**config.mk**
```make
export PLATFORM = sky130hd
export DESIGN_NAME = spi_burst_ctrl
export DESIGN_NICKNAME = d
export VERILOG_FILES = /design/src/rtl/spi_burst_ctrl.sv
export SDC_FILE = /design/constraint.sdc
export NUM_CORES = 1
export LEC_CHECK = 0
export ABC_CLOCK_PERIOD_IN_PS = 3900
export BUFFER_PORTS_ARGS = -buffer_cell sky130_fd_sc_hd__buf_4
export CAP_MARGIN = 20
export CORE_UTILIZATION = 60
export CTS_CLUSTER_SIZE = 16
export DETAILED_ROUTE_END_ITERATION = 10
export PLACE_DENSITY = 0.8
export SLEW_MARGIN = 15
export SYNTH_ARGS = -nofsm -noshare
export SYNTH_HDL_FRONTEND = slang
export SYNTH_SLANG_ARGS = --single-unit
```
**constraint.sdc**
```tcl
create_clock -name clk -period 3.9 [get_ports clk]
set_input_delay 0.78 -clock clk [delete_from_list [all_inputs] [get_ports clk]]
set_output_delay 0.78 -clock clk [all_outputs]
set_load 0.02 [all_outputs]
```
**src/rtl/spi_burst_ctrl.sv**
```systemverilog
// Burst sequencer for spi_master: TX/RX byte FIFOs and a per-byte start/finish handshake.
// Optional watchdog on the handshake wait states is enabled by defining SPI_BURST_TIMEOUT_EN.
module spi_burst_ctrl #(
  parameter int DEPTH = 8,
  parameter int AW    = 3
) (
  input  logic       clk,
  input  logic       rst_n,
  input  logic [1:0] i_cfg_mode,
  input  logic [1:0] i_cfg_clkdiv,
  input  logic       i_go,
  input  logic [7:0] i_burst_len,
  output logic       o_busy,
  output logic       o_done,
  input  logic       i_tx_valid,
  input  logic [7:0] i_tx_data,
  output logic       o_tx_ready,
  output logic       o_rx_valid,
  output logic [7:0] o_rx_data,
  input  logic       i_rx_ready,
  output logic       o_spi_start,
  output logic [7:0] o_spi_data,
  output logic [1:0] o_spi_mode,
  output logic [1:0] o_spi_clkdiv,
  input  logic       i_spi_finish,
  input  logic [7:0] i_spi_rdata,
  output logic       o_err
);

  typedef enum logic [2:0] {
    S_IDLE, S_LOAD, S_START, S_WAIT_ACK, S_WAIT_DONE, S_STORE, S_DONE
  } state_t;

  localparam logic [AW:0] FULL_CNT = (AW+1)'(DEPTH);

  state_t      r_state, w_state_nxt;
  logic [7:0]  r_len;
  logic [7:0]  r_spi_data;
  logic [1:0]  r_mode, r_clkdiv;

  logic [7:0]  r_tx_mem [DEPTH];
  logic [AW-1:0] r_tx_wr, r_tx_rd;
  logic [AW:0] r_tx_cnt;
  logic [7:0]  r_rx_mem [DEPTH];
  logic [AW-1:0] r_rx_wr, r_rx_rd;
  logic [AW:0] r_rx_cnt;

  logic w_tx_empty, w_tx_full, w_rx_empty, w_rx_full;
  logic w_tx_push, w_tx_pop, w_rx_push, w_rx_pop;
  logic w_go_ok, w_timeout;

  assign w_tx_empty = (r_tx_cnt == '0);
  assign w_tx_full  = (r_tx_cnt == FULL_CNT);
  assign w_rx_empty = (r_rx_cnt == '0);
  assign w_rx_full  = (r_rx_cnt == FULL_CNT);
  assign w_tx_push  = i_tx_valid && !w_tx_full;
  assign w_rx_pop   = i_rx_ready && !w_rx_empty;

  always_comb begin
    w_state_nxt = r_state;
    w_tx_pop    = 1'b0;
    w_rx_push   = 1'b0;
    w_go_ok     = 1'b0;
    case (r_state)
      S_IDLE: if (i_go && i_burst_len != 8'd0) begin
        w_go_ok     = 1'b1;
        w_state_nxt = S_LOAD;
      end
      S_LOAD: if (!w_tx_empty) begin
        w_tx_pop    = 1'b1;
        w_state_nxt = S_START;
      end
      S_START: w_state_nxt = S_WAIT_ACK;
      S_WAIT_ACK: begin
        if (!i_spi_finish) w_state_nxt = S_WAIT_DONE;
        else if (w_timeout) w_state_nxt = S_DONE;
      end
      S_WAIT_DONE: begin
        if (i_spi_finish) w_state_nxt = S_STORE;
        else if (w_timeout) w_state_nxt = S_DONE;
      end
      S_STORE: if (!w_rx_full) begin
        w_rx_push   = 1'b1;
        w_state_nxt = (r_len == 8'd1) ? S_DONE : S_LOAD;
      end
      S_DONE:  w_state_nxt = S_IDLE;
      default: w_state_nxt = S_IDLE;
    endcase
  end

  always_ff @(posedge clk or negedge rst_n) begin
    if (!rst_n) begin
      r_state    <= S_IDLE;
      r_len      <= 8'd0;
      r_spi_data <= 8'd0;
      r_mode     <= 2'd0;
      r_clkdiv   <= 2'd0;
    end else begin
      r_state <= w_state_nxt;
      if (w_go_ok) begin
        r_len    <= i_burst_len;
        r_mode   <= i_cfg_mode;
        r_clkdiv <= i_cfg_clkdiv;
      end else if (w_rx_push) begin
        r_len <= r_len - 8'd1;
      end
      if (w_tx_pop) r_spi_data <= r_tx_mem[r_tx_rd];
    end
  end

  // Storage is not reset; flushing the pointers and counts empties both FIFOs.
  always_ff @(posedge clk) begin
    if (w_tx_push) r_tx_mem[r_tx_wr] <= i_tx_data;
    if (w_rx_push) r_rx_mem[r_rx_wr] <= i_spi_rdata;
  end

  always_ff @(posedge clk or negedge rst_n) begin
    if (!rst_n) begin
      r_tx_wr  <= '0;
      r_tx_rd  <= '0;
      r_tx_cnt <= '0;
      r_rx_wr  <= '0;
      r_rx_rd  <= '0;
      r_rx_cnt <= '0;
    end else begin
      if (w_tx_push) r_tx_wr <= r_tx_wr + 1'b1;
      if (w_tx_pop)  r_tx_rd <= r_tx_rd + 1'b1;
      case ({w_tx_push, w_tx_pop})
        2'b10:   r_tx_cnt <= r_tx_cnt + 1'b1;
        2'b01:   r_tx_cnt <= r_tx_cnt - 1'b1;
        default: r_tx_cnt <= r_tx_cnt;
      endcase
      if (w_rx_push) r_rx_wr <= r_rx_wr + 1'b1;
      if (w_rx_pop)  r_rx_rd <= r_rx_rd + 1'b1;
      case ({w_rx_push, w_rx_pop})
        2'b10:   r_rx_cnt <= r_rx_cnt + 1'b1;
        2'b01:   r_rx_cnt <= r_rx_cnt - 1'b1;
        default: r_rx_cnt <= r_rx_cnt;
      endcase
    end
  end

`ifdef SPI_BURST_TIMEOUT_EN
  logic [15:0] r_wdog;
  logic        r_err;
  logic        w_in_wait;

  assign w_in_wait = (r_state == S_WAIT_ACK) || (r_state == S_WAIT_DONE);
  // Timeout only fires when the handshake is not progressing this cycle.
  assign w_timeout = (r_wdog == 16'hFFFF) &&
                     (((r_state == S_WAIT_ACK) && i_spi_finish) ||
                      ((r_state == S_WAIT_DONE) && !i_spi_finish));

  always_ff @(posedge clk or negedge rst_n) begin
    if (!rst_n) begin
      r_wdog <= 16'd0;
      r_err  <= 1'b0;
    end else begin
      if (r_state == S_START || (r_state == S_WAIT_ACK && !i_spi_finish))
        r_wdog <= 16'd0;
      else if (w_in_wait)
        r_wdog <= r_wdog + 16'd1;
      if (w_go_ok) r_err <= 1'b0;
      else if (w_timeout) r_err <= 1'b1;
    end
  end

  assign o_err = r_err;
`else
  assign w_timeout = 1'b0;
  assign o_err     = 1'b0;
`endif

  assign o_busy       = (r_state != S_IDLE) && (r_state != S_DONE);
  assign o_done       = (r_state == S_DONE);
  assign o_spi_start  = (r_state == S_START);
  assign o_spi_data   = r_spi_data;
  assign o_spi_mode   = r_mode;
  assign o_spi_clkdiv = r_clkdiv;
  assign o_tx_ready   = !w_tx_full;
  assign o_rx_valid   = !w_rx_empty;
  assign o_rx_data    = w_rx_empty ? 8'h00 : r_rx_mem[r_rx_rd];

endmodule

```
==> reports/metrics.yaml, run 1 <==
finish:
  drive_above_1_share_pct: 28.7
  fin_util_pct: 72.3
  num-nets-final: 556
  fillerInstances: 743
  mostFrequentLayoutCells: "128 x edfxtp_1, 70 x buf_4, 42 x dfrtp_1"
  area_delta_synth_final_pct: 15.8
  final_common_cell: "edfxtp_1"
  instances_no_fill: 666
  antenna_cells: 0
routing:
  vias: 4010
  route.detailed.drc: 4
  drt.antenna.violating_nets: 0
  vias_per_cell: 6.02
  drt_iter0_markers: 257
  wl_per_cell_um: 20.2
  route.final.wire_length_mm: 13.5
  drtPass1Iterations: 7
clock_tree:
  cts_tree: "done"
  ctsHoldBuffers: 0
  clockRootBuffer: "clkbuf_16"
  cts_resized: 0
  cts.sinks: 171
  insertion_delay_ps: 430
  cts_buffers: 17
  cts_setup_buffers: 0
  h-tree-depth: 4
  cts.clk_slew.worst_paths_ps: 60
  cts_buffer_depth: 2
timing:
  period_needed_ps: 3170
  rsz0062_at_grt: "false"
  report.final.slew_viol_count: 0
  fin_crit_sh_pct: 81.2
  fin_worst_skew_ps: 6.36
  final-setup-viol-count: 0
  worst_slew_pin_slew_ps: 1020
  fmax_mhz: 316
  setup_tns_ps: 0
  relSlewSlack_pct: 31.5
  finalHoldViolations: 0
yosys:
  syn-cell-area_um2: 7250
  async_flop_share_pct: 25.1
  synth_cell_types: 56
  synth_edf_count: 128
  ys_ff_latch: 171
  synthFlopType: "edfxtp_1"
  syn_avg_cell_area_um2: 16.3
  yosysSeqAreaShare_pct: 67.9
  syn_inst: 444
  yosysWarningCount: 0
  syn-num-nets: 490
die:
  die_x_um: 112
  die-area_um2: 12500
  std_cell_rows: 39
  core-area_um2: 11600
  io_pins: 60
  start_util_pct: 62.4
  die_y_um: 112
outcome:
  status: "finished, violations left"
  failed_checks: "DRC"
power:
  powerDensity_nw_per_um2: 759
  share_comb_of_total_power_pct: 31.2
  finalPower_mw: 6.37
  p_switching_mw: 2.15
  cell_internal_pwr_mw: 4.22
  p_leak_nw: 3.09
  pwr-share-seq_pct: 44.3
  sw_frac_of_total_pct: 33.7
  ir_drop_uv: 415
  clkPwrFrac_pct: 24.5
hold_path:
  hp-class: "in -> async"
critical_path:
  cp.arrival_ps: 2390
  path_max_fanout: 10
  critPathLaunchType: "flop"
  end_kind: "output pin"
  required_ps: 3120
  crit_type: "reg -> out"
placed_design:
  place.gp.congestion: 0.807
  dp_cells: 634
  numPortBuffers: 58
  hpwl_mm: 8.72
flow_run:
  maxCapViolations: 0
global_route:
  grt_pass1_wl_mm: 21.4
  grt_pass1_vias: 4201
  antenna_found_initial: 0
  track_usage_pct: 23.3
  overflow: 0
  grt_max_degree: 44
-- registers in the layout (all words and copies together), names as in the netlist, 3 cells and up --
| signal | flops |
|---|---|
| o_spi_data | 8 |
| r_len | 8 |
| r_rx_cnt | 4 |
| r_rx_mem | 64 |
| r_rx_rd | 3 |
| r_rx_wr | 3 |
| r_state | 3 |
| r_tx_cnt | 4 |
| r_tx_mem | 64 |
| r_tx_rd | 3 |
| r_tx_wr | 3 |
-- metal layers --
| metal | vias up | global-route usage, % | share of wire, % |
|---|---|---|---|
| met5 | - | 0 | 0 |
| met4 | 0 | 9.46 | 1.1 |
| met3 | 10 | 5.66 | 4.1 |
| met2 | 101 | 41.0 | 53 |
| met1 | 2056 | 27.6 | 42 |
| li1 | 1843 | - | - |
-- kinds of logic after synthesis --
logic type	after synthesis	synth area share (%)
compound gates	42	4.09
xor+xnor	18	2.18
fa+ha+maj	12	2.07
buf+inv	30	1.87
flops	171	67.9
mux	56	13.4
other cells	1	0.0518
simple gates	114	8.48
-- Yosys cell counts (all sizes together) (7+ instances only) --
cell type	n	area share (%)
nor2	23	1.2
mux4	32	9.9
nor3	8	0.55
dfrtp	43	15
a21oi	8	0.55
o21ai	13	1.1
nand2	41	2.1
buf	16	1.1
inv	7	0.36
mux2i	18	2.5
xnor2	10	1.2
ha	12	2.1
edfxtp	128	53
clkbuf	7	0.36
xor2	8	0.97
-- worst paths after layout --
check	startpoint	endpoint	slack [ps]	depth (start not counted)
min	rst_n	o_spi_mode[1]	340	1
max	r_rx_rd[0]	o_rx_data[6]	730	5
max in group asynchronous	rst_n	r_tx_rd[0]	3110	1
min reg2reg	o_spi_mode[0]	o_spi_mode[0]	480	2
max reg2reg	r_rx_cnt[1]	r_rx_cnt[2]	950	11
min in group clk	o_spi_mode[0]	o_spi_mode[0]	480	2
-- per-stage QoR --
step,cell area (um^2),setup WS (ps),hold slack [ps]
floorplan,7250,1250,461
global route,8390,519,397
detailed placement,7840,1030,467
CTS,8390,668,373
finish,8390,735,343
global placement,7840,1130,459
-- power groups by stage --
| stage | Sequential (mW) | Clock [mW] | Combinational, mW |
|---|---|---|---|
| final | 2.82 | 1.56 | 1.99 |
| after global routing | 2.88 | 1.64 | 2.17 |
| after CTS | 2.82 | 1.58 | 2.01 |
| after detailed placement | 2.86 | 0 | 2.00 |
| after global placement | 2.82 | 0 | 1.92 |
| after floorplan | 2.59 | 0 | 1.62 |
-- worst max-delay path, cell delays in order, from the launching register on --
cell,delay (ps)
dfrtp_1,690
buf_4,330
mux4_2,520
mux2i_1,140
nor2_1,80
buf_4,200
-- area by class of cell --
class | instances | area, um^2 | area share, %
clock inverter | 15 | 124 | 1.48
sequential | 171 | 4920 | 58.6
tap | 143 | 179 | 2.13
clock buffer | 17 | 425 | 5.07
inverter | 7 | 26.3 | 0.313
timing repair buffer | 70 | 526 | 6.26
multi-input combinational | 243 | 2190 | 26.1
Note: power is estimated with default switching activity, not from simulation.
==> run 2: changes to the inputs <==
--- a/config.mk
+++ b/config.mk
@@ -5,13 +5,14 @@
 export SDC_FILE = /design/constraint.sdc
 export NUM_CORES = 1
 export LEC_CHECK = 0
-export ABC_CLOCK_PERIOD_IN_PS = 3900
+export ABC_AREA = 1
+export ABC_CLOCK_PERIOD_IN_PS = 2800
 export BUFFER_PORTS_ARGS = -buffer_cell sky130_fd_sc_hd__buf_4
 export CAP_MARGIN = 20
-export CORE_UTILIZATION = 60
+export CORE_UTILIZATION = 54
 export CTS_CLUSTER_SIZE = 16
 export DETAILED_ROUTE_END_ITERATION = 10
-export PLACE_DENSITY = 0.8
+export PLACE_DENSITY = 0.76
 export SLEW_MARGIN = 15
 export SYNTH_ARGS = -nofsm -noshare
 export SYNTH_HDL_FRONTEND = slang
==> constraint.sdc (replaced) <==
create_clock -name clk -period 2.8 [get_ports clk]
set_input_delay 0.56 -clock clk [delete_from_list [all_inputs] [get_ports clk]]
set_output_delay 0.56 -clock clk [all_outputs]
set_load 0.02 [all_outputs]
==> run 2 against run 1 <==
  * Sequential power grew 27%
  * Cell count grew 45%
  * Critical path depth is 8 higher
  * Synthesized cell count rose by 59%
  * The run now ends clean
  * First-iteration DRC count grew 92%
  * Total power is 48% higher
  * Worst setup slack got worse by 480 ps
  * Clock-buffer cell count stayed put
  * Global-route usage decreased by 0.072 points
  * Register-to-register slack got worse by 700 ps
==> reports/metrics.yaml, run 2 <==
clock_tree:
  cts.clk_slew.worst_paths_ps: 70
  insertion_delay_ps: 430
  h-tree-depth: 4
  cts_buffer_depth: 2
  cts.sinks: 171
  cts_buffers: 17
  clockRootBuffer: "clkbuf_16"
  cts_tree: "done"
yosys:
  async_flop_share_pct: 25.1
  synth.area.top_cells: "edfxtp_1 52%, dfrtp_1 14%, nor2_1 7.2%"
  synthAdderAreaFrac_pct: 2.02
  yosysMostFrequentCell: "nor2_1"
  synth-simple-area-share_pct: 18.1
  syn_inst: 708
  synth_edf_count: 128
  synthFlopType: "edfxtp_1"
  yosysSeqAreaShare_pct: 66.1
  yosys-mux-area-fraction_pct: 0
  synth_top_area_share_pct: 51.6
  synth_cell_types: 32
  syn-cell-area_um2: 7450
  synth_top_family_by_area: "simple AND/OR/NAND/NOR gates"
  syn-num-nets: 754
  yosysTopAreaCell: "edfxtp_1"
  yosysWarningCount: 0
  syn_avg_cell_area_um2: 10.5
  synth_compound_area_share_pct: 8.63
  ys_ff_latch: 171
  synthXorXnorAreaFrac_pct: 1.41
  yosys-top-cells-count: "142 x nor2_1, 128 x edfxtp_1, 117 x nand2_1"
finish:
  antenna_cells: 0
  top_regs: "r_rx_mem (64), r_tx_mem (64)"
  mostFrequentLayoutCells: "142 x nor2_1, 128 x edfxtp_1, 117 x nand2_1"
  fin_util_pct: 65.0
  drive_above_1_share_pct: 16.2
  num-nets-final: 825
  area_delta_synth_final_pct: 16.5
  final_common_cell: "nor2_1"
routing:
  drt_iter0_markers: 494
  vias_per_cell: 5.47
  drt.antenna.violating_nets: 0
  drtPass1Iterations: 6
  route.detailed.drc: 0
  route.final.wire_length_mm: 15.4
  vias: 5296
  wl_per_cell_um: 16.0
timing:
  fmax_mhz: 393
  fin_crit_sh_pct: 90.9
  worst_slew_pin_slew_ps: 565
  finalHoldViolations: 0
  fin_worst_skew_ps: 9.42
  final-setup-viol-count: 0
  setup_tns_ps: 0
  relSlewSlack_pct: 62.3
  report.final.slew_viol_count: 0
  period_needed_ps: 2550
  rsz0062_at_grt: "false"
global_route:
  grt_pass1_wl_mm: 25.4
  grt_pass1_vias: 5269
  antenna_found_initial: 0
  overflow: 0
  track_usage_pct: 23.2
  grt_max_degree: 44
critical_path:
  required_ps: 3100
  path_max_fanout: 13
  crit_type: "reg -> reg"
  critPathLaunchType: "flop"
  crit_slowest_cell: "dfrtp_1"
  cp_top_family: "simple AND/OR/NAND/NOR gates"
  crit_path_frequent_cell: "inv_2"
  crit_chain: "inv_2 -> nand2_2 -> nor2_4 -> inv_2 -> nor2_4 -> inv_2 -> ha_1 -> xor2_1 -> ha_1 -> a21o_1 -> or2_2 -> nand3_1 -> o21ai_0"
  cp.arrival_ps: 2850
  end_kind: "flop"
  cp_num_buf_inv: 3
  crit_path_max_incr_delay_ps: 420
die:
  core-area_um2: 13300
  die-area_um2: 14300
  std_cell_rows: 42
  die_y_um: 119
  start_util_pct: 55.8
  die_x_um: 119
  io_pins: 60
power:
  p_switching_mw: 3.74
  clkPwrFrac_pct: 22.7
  pwr-share-seq_pct: 38.1
  share_comb_of_total_power_pct: 39.3
  powerDensity_nw_per_um2: 1090
  cell_internal_pwr_mw: 5.68
  ir_drop_uv: 525
  sw_frac_of_total_pct: 39.7
  p_leak_nw: 3.49
hold_path:
  hp-class: "in -> async"
placed_design:
  hpwl_mm: 10.2
  numPortBuffers: 58
  place.gp.congestion: 0.796
flow_run:
  maxCapViolations: 0
outcome:
  status: "completed"
## run 2: cells by family (layout without fill, tap and decap cells)
family / Yosys count / count (layout)
buf+inv: 69 / 153
simple gates: 325 / 325
xor+xnor: 12 / 12
other cells: 1 / 1
fa+ha+maj: 12 / 12
flops: 171 / 171
compound gates: 118 / 118
## run 2: path summary, 6_finish.rpt
kind | to | cells past startpoint | start | slack, ps
setup / recovery | r_rx_cnt[2] | 13 | r_state[1] | 250
hold / removal | r_tx_cnt[2] | 1 | rst_n | 120
setup reg to reg | r_rx_cnt[2] | 13 | r_state[1] | 250
hold reg to reg | o_spi_mode[0] | 2 | o_spi_mode[0] | 490
max in group asynchronous | r_rx_cnt[0] | 1 | rst_n | 2290
min in group clk | o_spi_mode[0] | 3 | i_cfg_mode[0] | 330
## run 2: final cells by class
type	count	area, um^2
flip-flops and latches	171	4920
inverters	42	160
fillers	1007	4670
well taps	176	220
multi-input cells	468	2250
repair buffers	79	593
clock buffers	17	425
clock inverters	15	114
## run 2: timing repair
item                                    CTS  global route
hold buffers                              0             0
setup buffers                             0             0
endpoints found under the setup margin    0             3
gates resized for setup                   0             2
## run 2: layer usage
layer / track usage (%) / routed length [um] / vias to the layer above
met3: 3.93 / 598 / 34
met1: 28.6 / 6480 / 2568
met5: 0 / 0 / -
met2: 39.5 / 7950 / 140
li1: - / - / 2554
met4: 11.8 / 420 / 0
## run 2: power by group through the flow
stage / sequential, mW / clock [mW] / combinational, mW
after floorplan: 3.60 / 0 / 2.49
after global placement: 3.59 / 0 / 3.49
after detailed placement: 3.62 / 0 / 3.68
after CTS: 3.58 / 2.15 / 3.70
after global routing: 3.64 / 2.26 / 4.14
final: 3.59 / 2.14 / 3.70
## run 2: through the flow
| step | total power [mW] | hold WS [ps] | instance area (um^2) | setup WS, ps | instances |
|---|---|---|---|---|---|
| floorplan | 6.09 | 264 | 7450 | 567 | 708 |
| global placement | 7.08 | 467 | 8140 | 396 | 936 |
| detailed placement | 7.30 | 467 | 8140 | 263 | 936 |
| CTS | 9.43 | 150 | 8680 | 119 | 968 |
| global route | 10.0 | 181 | 8680 | 134 | 968 |
| finish | 9.42 | 118 | 8680 | 254 | 968 |
==> run 3: changes to the inputs <==
--- a/config.mk
+++ b/config.mk
@@ -5,7 +5,6 @@
 export SDC_FILE = /design/constraint.sdc
 export NUM_CORES = 1
 export LEC_CHECK = 0
-export ABC_AREA = 1
 export ABC_CLOCK_PERIOD_IN_PS = 2800
 export BUFFER_PORTS_ARGS = -buffer_cell sky130_fd_sc_hd__buf_4
 export CAP_MARGIN = 20
==> run 3 against run 2 <==
  * Sequential power grew 5%
  * Clock power grew 7%
  * Non-clock buffer count grew 3
  * Design area shrank 1.5%
  * Worst setup slack lost 130 ps
  * Die area shrank 2.7%
  * Critical path depth shrank 9
  * Global-route usage shrank 2.6 points
  * Routed wire length shrank 15%
  * Largest power group is now sequential cells
  * Hold slack gained 4.1 ps
  * Register-to-register slack lost 70 ps
  * Via count shrank 24%
==> reports/metrics.yaml, run 3 (synthesis results as in run 1) <==
timing:
  relSlewSlack_pct: 46.3
  setup_tns_ps: 0
  worst_slew_pin_slew_ps: 806
  rsz0062_at_grt: "false"
  fin_crit_sh_pct: 95.6
  fin_worst_skew_ps: 5.87
  final-setup-viol-count: 0
  finalHoldViolations: 0
  report.final.slew_viol_count: 0
  fin_ws_ps: 123
  fmax_mhz: 374
  period_needed_ps: 2680
global_route:
  grt_pass1_wl_mm: 21.4
  track_usage_pct: 20.7
  overflow: 0
  grt_pass1_vias: 4097
  grt_max_degree: 44
  antenna_found_initial: 0
die:
  start_util_pct: 56.5
  die_y_um: 118
  io_pins: 60
  die_x_um: 118
  core-area_um2: 12800
  std_cell_rows: 41
  die-area_um2: 13900
finish:
  fillerInstances: 877
  fin_util_pct: 66.7
  instances_no_fill: 707
  mostFrequentLayoutCells: "128 x edfxtp_1, 82 x buf_4, 43 x dfrtp_1"
  final_common_cell: "edfxtp_1"
  num-nets-final: 568
  antenna_cells: 0
  area_delta_synth_final_pct: 18.0
  top_regs: "r_rx_mem (64), r_tx_mem (64)"
  drive_above_1_share_pct: 30.1
critical_path:
  crit_path_max_incr_delay_ps: 830
  crit_type: "reg -> out"
  cp.arrival_ps: 2120
  end_kind: "output pin"
  crit_slowest_cell: "dfrtp_1"
  cp_top_family: "flip-flops"
  required_ps: 2240
  cp_num_buf_inv: 1
  path_max_fanout: 18
  crit_chain: "mux4_2 -> mux2i_1 -> nor2_1 -> buf_4"
  critPathLaunchType: "flop"
routing:
  route.final.wire_length_mm: 13.1
  route.detailed.drc: 0
  vias: 4001
  wl_per_cell_um: 18.5
  drt.antenna.violating_nets: 0
  drt_iter0_markers: 223
  drtPass1Iterations: 4
  vias_per_cell: 5.66
power:
  p_leak_nw: 3.16
  ir_drop_uv: 589
  finalPower_mw: 9.02
  powerDensity_nw_per_um2: 1050
clock_tree:
  ctsHoldBuffers: 0
  cts_setup_buffers: 0
  cts.sinks: 171
  cts_tree: "done"
  cts_buffer_depth: 2
  h-tree-depth: 4
  cts_buffers: 17
  insertion_delay_ps: 420
  clockRootBuffer: "clkbuf_16"
  cts.clk_slew.worst_paths_ps: 60
  cts_resized: 0
hold_path:
  hp-class: "in -> async"
placed_design:
  pre_cts_ws_ps: 205
  dp_cells: 675
  hpwl_mm: 8.36
  place.gp.congestion: 0.795
  numPortBuffers: 58
flow_run:
  maxCapViolations: 0
outcome:
  status: "completed"
==> run 3: worst reg2reg max path, stage by stage (launching register included) <==
cell     delay, ps
dfrtp_1        450
or4b_2         750
nand2_1        200
ha_1           290
xor2_1         110
ha_1           180
a21oi_1        170
xor2_1         160
nor2_1          60
xor2_1         140
==> run 3: worst paths after layout <==
path | startpoint | end | slack, ps | depth (start not counted)
max | r_rx_rd[1] | o_rx_data[6] | 120 | 4
min | rst_n | o_spi_clkdiv[0] | 120 | 1
max reg2reg | r_tx_cnt[0] | r_tx_cnt[2] | 180 | 9
min reg2reg | o_spi_clkdiv[0] | o_spi_clkdiv[0] | 480 | 2
max in group asynchronous | rst_n | r_rx_rd[1] | 2280 | 1
min in group clk | i_cfg_mode[0] | o_spi_mode[0] | 330 | 3
==> run 3: through the flow <==
| step | hold slack, ps | area, um^2 |
|---|---|---|
| 2_1_floorplan | 264 | 7250 |
| 3_3_place_gp | 459 | 7970 |
| 3_5_place_dp | 470 | 7970 |
| 4_1_cts | 145 | 8550 |
| 5_1_grt | 172 | 8550 |
| 6_report | 122 | 8550 |
==> run 3: area by class of cell <==
class	count	area (um^2)	share of cell area [%]
Clock buffer	20	437	5.11
Clock inverter	12	141	1.65
Inverter	7	26.3	0.307
Multi-Input combinational cell	243	2200	25.7
Sequential cell	171	4920	57.5
Tap cell	172	215	2.52
Timing Repair Buffer	82	616	7.20
==> run 3: power by group <==
group / leakage, nW / switching (mW) / internal, mW / total [mW]
Sequential: 1.68 / 0.543 / 3.22 / 3.76
Clock: 0.269 / 0.954 / 1.33 / 2.28
Combinational: 1.21 / 1.48 / 1.50 / 2.97
==> run 3: routing by layer <==
metal / vias up / global-route usage (%) / part of all wire, %
li1: 1861 / - / -
met1: 2023 / 26.0 / 42
met2: 106 / 34.8 / 52
met3: 11 / 5.72 / 5.1
met4: 0 / 6.41 / 1.2
met5: - / 0 / 0
